===== src/rtl/ps2_scancode_rx.sv =====
// PS/2 keyboard receiver: synchronises and glitch-filters the PS/2 lines, deframes
// 11-bit frames and emits one enable strobe per key press (break and E0 prefixes dropped).
module ps2_scancode_rx #(
  parameter int FILTER_LEN   = 8,
  parameter int TIMEOUT      = 50000,
  parameter int IGNORE_BREAK = 1
) (
  input  logic       clk25,
  input  logic       reset,
  input  logic       ps2_clk,
  input  logic       ps2_data,
  output logic [7:0] scancode,
  output logic       enable,
  output logic       frame_err
);

  localparam int TMR_W = $clog2(TIMEOUT);

  typedef enum logic [1:0] {S_IDLE, S_DATA, S_PARITY, S_STOP} state_t;

  logic             clk_s1_q, clk_s2_q, dat_s1_q, dat_s2_q;
  logic             filt_clk_q, filt_clk_d;
  logic [7:0]       filt_cnt_q, filt_cnt_d;
  logic             filt_fall_q, filt_fall_d;
  state_t           state_q, state_d;
  logic [2:0]       bitcnt_q, bitcnt_d;
  logic [7:0]       shift_q, shift_d;
  logic             par_q, par_d;
  logic [TMR_W-1:0] timer_q, timer_d;
  logic             break_pend_q, break_pend_d;
  logic [7:0]       scancode_q, scancode_d;
  logic             enable_q, enable_d;
  logic             frame_err_q, frame_err_d;
  logic             byte_done, frame_bad;

  always_ff @(posedge clk25 or posedge reset) begin
    if (reset) begin
      clk_s1_q     <= 1'b1;
      clk_s2_q     <= 1'b1;
      dat_s1_q     <= 1'b1;
      dat_s2_q     <= 1'b1;
      filt_clk_q   <= 1'b1;
      filt_cnt_q   <= '0;
      filt_fall_q  <= 1'b0;
      state_q      <= S_IDLE;
      bitcnt_q     <= '0;
      shift_q      <= '0;
      par_q        <= 1'b0;
      timer_q      <= '0;
      break_pend_q <= 1'b0;
      scancode_q   <= '0;
      enable_q     <= 1'b0;
      frame_err_q  <= 1'b0;
    end else begin
      clk_s1_q     <= ps2_clk;
      clk_s2_q     <= clk_s1_q;
      dat_s1_q     <= ps2_data;
      dat_s2_q     <= dat_s1_q;
      filt_clk_q   <= filt_clk_d;
      filt_cnt_q   <= filt_cnt_d;
      filt_fall_q  <= filt_fall_d;
      state_q      <= state_d;
      bitcnt_q     <= bitcnt_d;
      shift_q      <= shift_d;
      par_q        <= par_d;
      timer_q      <= timer_d;
      break_pend_q <= break_pend_d;
      scancode_q   <= scancode_d;
      enable_q     <= enable_d;
      frame_err_q  <= frame_err_d;
    end
  end

  // The level only flips after the disagreeing count has already reached FILTER_LEN,
  // so a clean edge shows up FILTER_LEN+2 cycles after the raw input moves.
  always_comb begin
    filt_clk_d  = filt_clk_q;
    filt_cnt_d  = '0;
    filt_fall_d = 1'b0;
    if (clk_s2_q != filt_clk_q) begin
      if (filt_cnt_q == 8'(FILTER_LEN)) begin
        filt_clk_d  = ~filt_clk_q;
        filt_fall_d = filt_clk_q;
      end else begin
        filt_cnt_d = filt_cnt_q + 8'd1;
      end
    end
  end

  always_comb begin
    state_d   = state_q;
    bitcnt_d  = bitcnt_q;
    shift_d   = shift_q;
    par_d     = par_q;
    byte_done = 1'b0;
    frame_bad = 1'b0;
    timer_d   = (state_q == S_IDLE || filt_fall_d) ? '0 : timer_q + TMR_W'(1);
    if (state_q != S_IDLE && !filt_fall_q && timer_q == TMR_W'(TIMEOUT - 1)) begin
      state_d   = S_IDLE;
      frame_bad = 1'b1;
    end else if (filt_fall_q) begin
      case (state_q)
        S_IDLE: begin
          if (!dat_s2_q) begin
            state_d  = S_DATA;
            bitcnt_d = '0;
          end
        end
        S_DATA: begin
          shift_d  = {dat_s2_q, shift_q[7:1]};
          bitcnt_d = bitcnt_q + 3'd1;
          if (bitcnt_q == 3'd7) state_d = S_PARITY;
        end
        S_PARITY: begin
          par_d   = dat_s2_q;
          state_d = S_STOP;
        end
        default: begin
          state_d = S_IDLE;
          if ((^shift_q ^ par_q) && dat_s2_q) byte_done = 1'b1;
          else                                frame_bad = 1'b1;
        end
      endcase
    end
  end

  always_comb begin
    scancode_d   = scancode_q;
    enable_d     = 1'b0;
    frame_err_d  = frame_bad;
    break_pend_d = break_pend_q;
    if (frame_bad) begin
      break_pend_d = 1'b0;
    end else if (byte_done) begin
      if (shift_q == 8'hF0) begin
        break_pend_d = 1'b1;
      end else if (shift_q == 8'hE0) begin
        break_pend_d = break_pend_q;
      end else if (break_pend_q && IGNORE_BREAK != 0) begin
        break_pend_d = 1'b0;
      end else begin
        scancode_d   = shift_q;
        enable_d     = 1'b1;
        break_pend_d = 1'b0;
      end
    end
  end

  assign scancode  = scancode_q;
  assign enable    = enable_q;
  assign frame_err = frame_err_q;

endmodule


===== config.mk =====
export PLATFORM = sky130hd
export DESIGN_NAME = ps2_scancode_rx
export DESIGN_NICKNAME = d
export VERILOG_FILES = /design/src/rtl/ps2_scancode_rx.sv
export SDC_FILE = /design/constraint.sdc
export NUM_CORES = 1
export LEC_CHECK = 0
export CORE_MARGIN = 4
export CORE_UTILIZATION = 59
export CTS_CLUSTER_DIAMETER = 30
export DETAILED_ROUTE_END_ITERATION = 10
export PLACE_DENSITY = 0.79
export SETUP_SLACK_MARGIN = 0.2
export SYNTH_ARGS = -nofsm -noshare
export SYNTH_HDL_FRONTEND = slang
export SYNTH_SLANG_ARGS = --single-unit

===== constraint.sdc =====
create_clock -name clk25 -period 2.5 [get_ports clk25]
set_input_delay 0.5 -clock clk25 [delete_from_list [all_inputs] [get_ports clk25]]
set_output_delay 0.5 -clock clk25 [all_outputs]
set_load 0.01 [all_outputs]

# == After elaboration in Yosys (flattened, before gate mapping) ==
# Cells that the tools add are included.
# totals
reg_bits,55
output_inout_bits,10
# op_classes
add_sub_neg,3
eq_ne,12
muxes,29
bitwise,7
n_reduce_logical,19
# ops
operator,count
1-bit 2-to-1 mux,19
"16-bit by 1-bit adder with 16-bit output, second input constant",1
"16-bit equality test, second input constant",1
"8-bit equality test, second input constant",2
16-bit 2-to-1 mux,1
8-bit 2-to-1 mux,2
3-bit AND reduction,3
"8-bit by 1-bit adder with 8-bit output, second input constant",1
"8-bit by 4-bit equality test with 1-bit output, second input constant",1
2-bit 2-to-1 mux,4
2-bit nonzero test,4
8-bit XOR reduction,1
"3-bit != test, second input constant",2
1-bit NOT,6
2-bit case mux with 3 select lines,1
3-bit case mux with 2 select lines,1
5-bit AND reduction,1
2-bit AND reduction,2
4-bit AND reduction,1
"3-bit by 1-bit adder with 3-bit output, second input constant",1
"3-bit equality test, second input constant",1
1-bit logical AND,3
3-bit 2-to-1 mux,1
"3-bit by 2-bit != test with 1-bit output, second input constant",1
9 further kinds,9

# == Longest topological paths before layout ==
# depth
ltp_word,9
mapped_depth,7
depth_no_buf,6

# == Worst setup path before layout ==
# No wires, ideal clock.
# synth_path
path_kind,reg-to-reg
startpoint,register shift_q[6]
endpoint,register scancode_q[0] (netlist: scancode[0])
setup_ns,0.125
t_arrival_ns,1.760
required_ns,2.375
path_slack_ns,0.615
stages_incl_launch_ff,6
path_cell_list,dfrtp_1 ha_1 xnor2_1 xnor3_2 nand4_4 mux2_2
# synth_between
elab_chain_cells,9
word_cells_on_any_way,17
# synth_lines
element,line_no,source
start: declaration,27,"logic [7:0] shift_q, shift_d;"
start signal: assignment,64,shift_q <= shift_d;
8-bit XOR reduction,120,if ((^shift_q ^ par_q) && dat_s2_q) byte_done = 1'b1;
1-bit bitwise XOR,120,
1-bit logical AND,120,
1-bit 2-to-1 mux,120,
1-bit 2-to-1 mux,102,case (state_q)
1-bit 2-to-1 mux,101,end else if (filt_fall_q) begin
1-bit 2-to-1 mux,98,if (state_q != S_IDLE && !filt_fall_q && timer_q == TMR_W'(TIMEOUT - 1)) begin
1-bit NOT (no line),-,
5-bit AND reduction (no line) (*),-,
end signal: assignment,68,scancode_q <= scancode_d;
end: declaration,31,"logic [7:0] scancode_q, scancode_d;"
# Mark *: on every way between the ends. The rest lies on a longest branch, timed or not.
# A chain may end at the register's enable or synchronous reset.

# == Worst setup path after layout ==
# layout_path
startpoint,register shift_q[6]
endpoint,register scancode_q[5] (netlist: scancode[5])
# The elaborated chain is that of the path after synthesis.

==> results.py <==
metrics = {
    "global_routing": {
        "grt_pass1_wl_mm": 7.40,
        "grt_antenna_before_repair": 0,
        "grt_pass1_vias": 1695,
        "grt_max_degree": 33,
        "grt.overflow.total": 0,
        "grt.total_usage_pct": 17.6,
    },
    "timing": {
        "fmax_mhz": 476,
        "hold_viol": 0,
        "setup_ws_ns": 0.400,
        "layout_min_cycle_time_ns": 2.10,
        "finClkSkew_ns": 0.00572,
        "timing.slew.headroom_pct": 57.7,
        "rsz0062_at_grt": "false",
        "setup-violations-final": 0,
        "tns_ns": 0,
        "worst_slew_pin_slew_ns": 0.634,
        "final_max_slew_viol_count": 0,
        "hold_slack_ns": 0.360,
        "min_period_over_period_pct": 84.0,
    },
    "route": {
        "wl_met2_mm": 2.04,
        "final_antenna_net_count": 0,
        "initialDrtViolationCount": 104,
        "vias": 1680,
        "drc": 0,
        "wire_per_inst_um": 13.7,
        "dr.pass1.iters": 4,
        "wl_met3_um": 108,
        "met1Wirelength_mm": 1.94,
        "viasPerCell": 5.51,
        "wl_mm": 4.18,
        "top_layer": "met4",
    },
    "yosys": {
        "synth_edf_count": 0,
        "synth_top_area_cell": "dfrtp_1",
        "synth_most_common_cell": "dfrtp_1",
        "synth-async-reset-ratio_pct": 100,
        "synth_flop_cell": "dfrtp_1",
        "yosysUniqueCellTypes": 41,
        "yosysSeqAreaShare_pct": 52.5,
        "syn_area_sq_um": 2630,
        "syn_inst": 235,
        "synth.net_count": 253,
        "synthTopCellsByCount": "dfrtp_1, nor2_1, nand2_1",
        "ys_warn_count": 0,
        "syn_avg_cell_area_sq_um": 11.2,
        "synth.ff_latch_count": 55,
        "synth.area.top_cells": "dfrtp_1, ha_1, mux2_2",
        "yosysTopAreaCellShare_pct": 47.5,
    },
    "status": {
        "status": "finished, final reports clean",
    },
    "placement": {
        "port_buffers": 13,
        "dpl_worst_slack_ns": 0.417,
        "place.gp.congestion": 0.815,
        "dp_hpwl_mm": 3.03,
    },
    "clock_network": {
        "ctsHoldBuffers": 0,
        "cts_resized": 0,
        "cts_root_buf": "clkbuf_8",
        "numClockSinks": 55,
        "clkLatencyLatePin_ns": 0.30,
        "ctsHtreeMaxLevel": 2,
        "cts_tree": "yes",
        "post_cts_buffers": 0,
        "clockBufferDepth": 2,
        "path_clk_slew_ns": 0.09,
        "cts_buffers": 5,
    },
    "floorplanning": {
        "ioPinCount": 14,
        "die_w_um": 74.8,
        "row_count": 24,
        "start_util_pct": 60.9,
        "dieArea_sq_um": 5600,
        "coreArea_sq_um": 4320,
        "die_y_um": 74.8,
    },
    "worst_setup_path": {
        "crit_path_end_kind": "flip-flop",
        "cp.required_ns": 2.69,
        "cp.arrival_ns": 2.29,
        "path_max_fanout": 9,
        "start_kind": "flip-flop",
        "critPathMaxStageDelay_ns": 0.44,
        "slowest_stage": "xnor3_2",
        "worstPathCellList": "ha_1, xnor2_1, xnor3_2, nand4_4, mux2_2",
        "worst-setup-path-type": "reg2reg",
    },
    "final_layout": {
        "final_nets": 270,
        "fillCellCount": 357,
        "diodes": 0,
        "area_delta_synth_final_pct": 10.5,
        "drive_gt1_share_pct": 14.6,
    },
    "pwr": {
        "p_leak_nw": 1.31,
        "powerDensity_nw_per_um2": 524,
        "ir_drop_uv": 373,
    },
    "run": {
        "drv_cap": 0,
    },
    "min_path": {
        "hp-class": "reg2reg",
    },
}
## metrics by stage
stage	cells	power [mW]	instance area (sq um)	utilization, %
2_1_floorplan	235	1.02	2630	-
3_3_place_gp	297	1.04	2820	65.1
3_5_place_dp	297	1.04	2820	65.1
4_1_cts	305	1.55	2910	67.3
5_1_grt	305	1.61	2910	67.3
6_report	305	1.53	2910	67.3
## placed cells by master, fill, tap and decap left out, types with 7 or more instances in the layout
| master | n |
|---|---|
| clkdlybuf4s50_1 | 13 |
| dfrtp_1 | 50 |
| ha_1 | 14 |
| inv_1 | 14 |
| mux2_2 | 14 |
| nand2_1 | 17 |
| nand3_1 | 8 |
| nand4_1 | 7 |
| nor2_1 | 28 |
| o21ai_0 | 9 |
| xnor2_1 | 12 |
| xor2_1 | 9 |
## layer usage
layer  track usage [%]  up-vias
li1                  -      840
met1              22.1      814
met2              28.9       20
met3              4.01        6
met4              8.50        0
met5                 0        -
## critical path: cells and delay by family, from the launching register on
family,cells,cell delay (ns)
XOR/XNOR,2,0.70
AND/OR/NAND/NOR,1,0.19
flip-flops,1,0.42
multiplexers,1,0.36
adder cells (fa/ha/maj),1,0.32
## final timing paths
| path | depth (start not counted) | slack (ns) | start | end |
|---|---|---|---|---|
| setup / recovery | 5 | 0.40 | shift_q[6] | scancode[5] |
| hold / removal | 0 | 0.36 | dat_s1_q | dat_s2_q |
| setup reg to reg | 5 | 0.40 | shift_q[6] | scancode[5] |
| hold reg to reg | 0 | 0.36 | dat_s1_q | dat_s2_q |
| max in group asynchronous | 3 | 1.28 | reset | bitcnt_q[1] |
| min in group asynchronous | 2 | 0.59 | reset | timer_q[14] |
## flip-flops by register name, summed over array words and instances (netlist names)
| signal | flops |
|---|---|
| state_q | 2 |
| par_q | 1 |
| break_pend_q | 1 |
| filt_fall_q | 1 |
| filt_clk_q | 1 |
| dat_s1_q | 1 |
| scancode | 8 |
| bitcnt_q | 3 |
| enable | 1 |
| dat_s2_q | 1 |
| clk_s2_q | 1 |
| shift_q | 8 |
| timer_q | 16 |
| frame_err | 1 |
| filt_cnt_q | 8 |
| clk_s1_q | 1 |
## cell type report
class	count	area, sq um	share of cell area, %
repair buffers	15	145	4.98
well taps	52	65.1	2.23
multi-input cells	160	1170	40.1
clock buffers	7	86.3	2.97
clock inverters	1	8.76	0.301
inverters	15	56.3	1.93
flip-flops and latches	55	1380	47.5
## power by group
part | internal, mW | switching [mW]
Combinational | 0.0351 | 0.0481
Sequential | 0.918 | 0.0219
Clock | 0.227 | 0.276
Total | 1.18 | 0.346
## logic make-up (layout without fill, tap and decap cells)
logic type	count (synthesis)	after routing	synth area share, %
buffers and inverters	20	38	3.18
AOI/OAI and AO/OA	23	23	5.37
adders and majority gates	14	14	6.65
muxes	16	16	6.75
and+or+nand+nor	85	85	17.7
DFF	55	55	52.5
xor gates and xnor gates	22	22	7.89
Note: power is estimated with default switching activity, not from simulation.
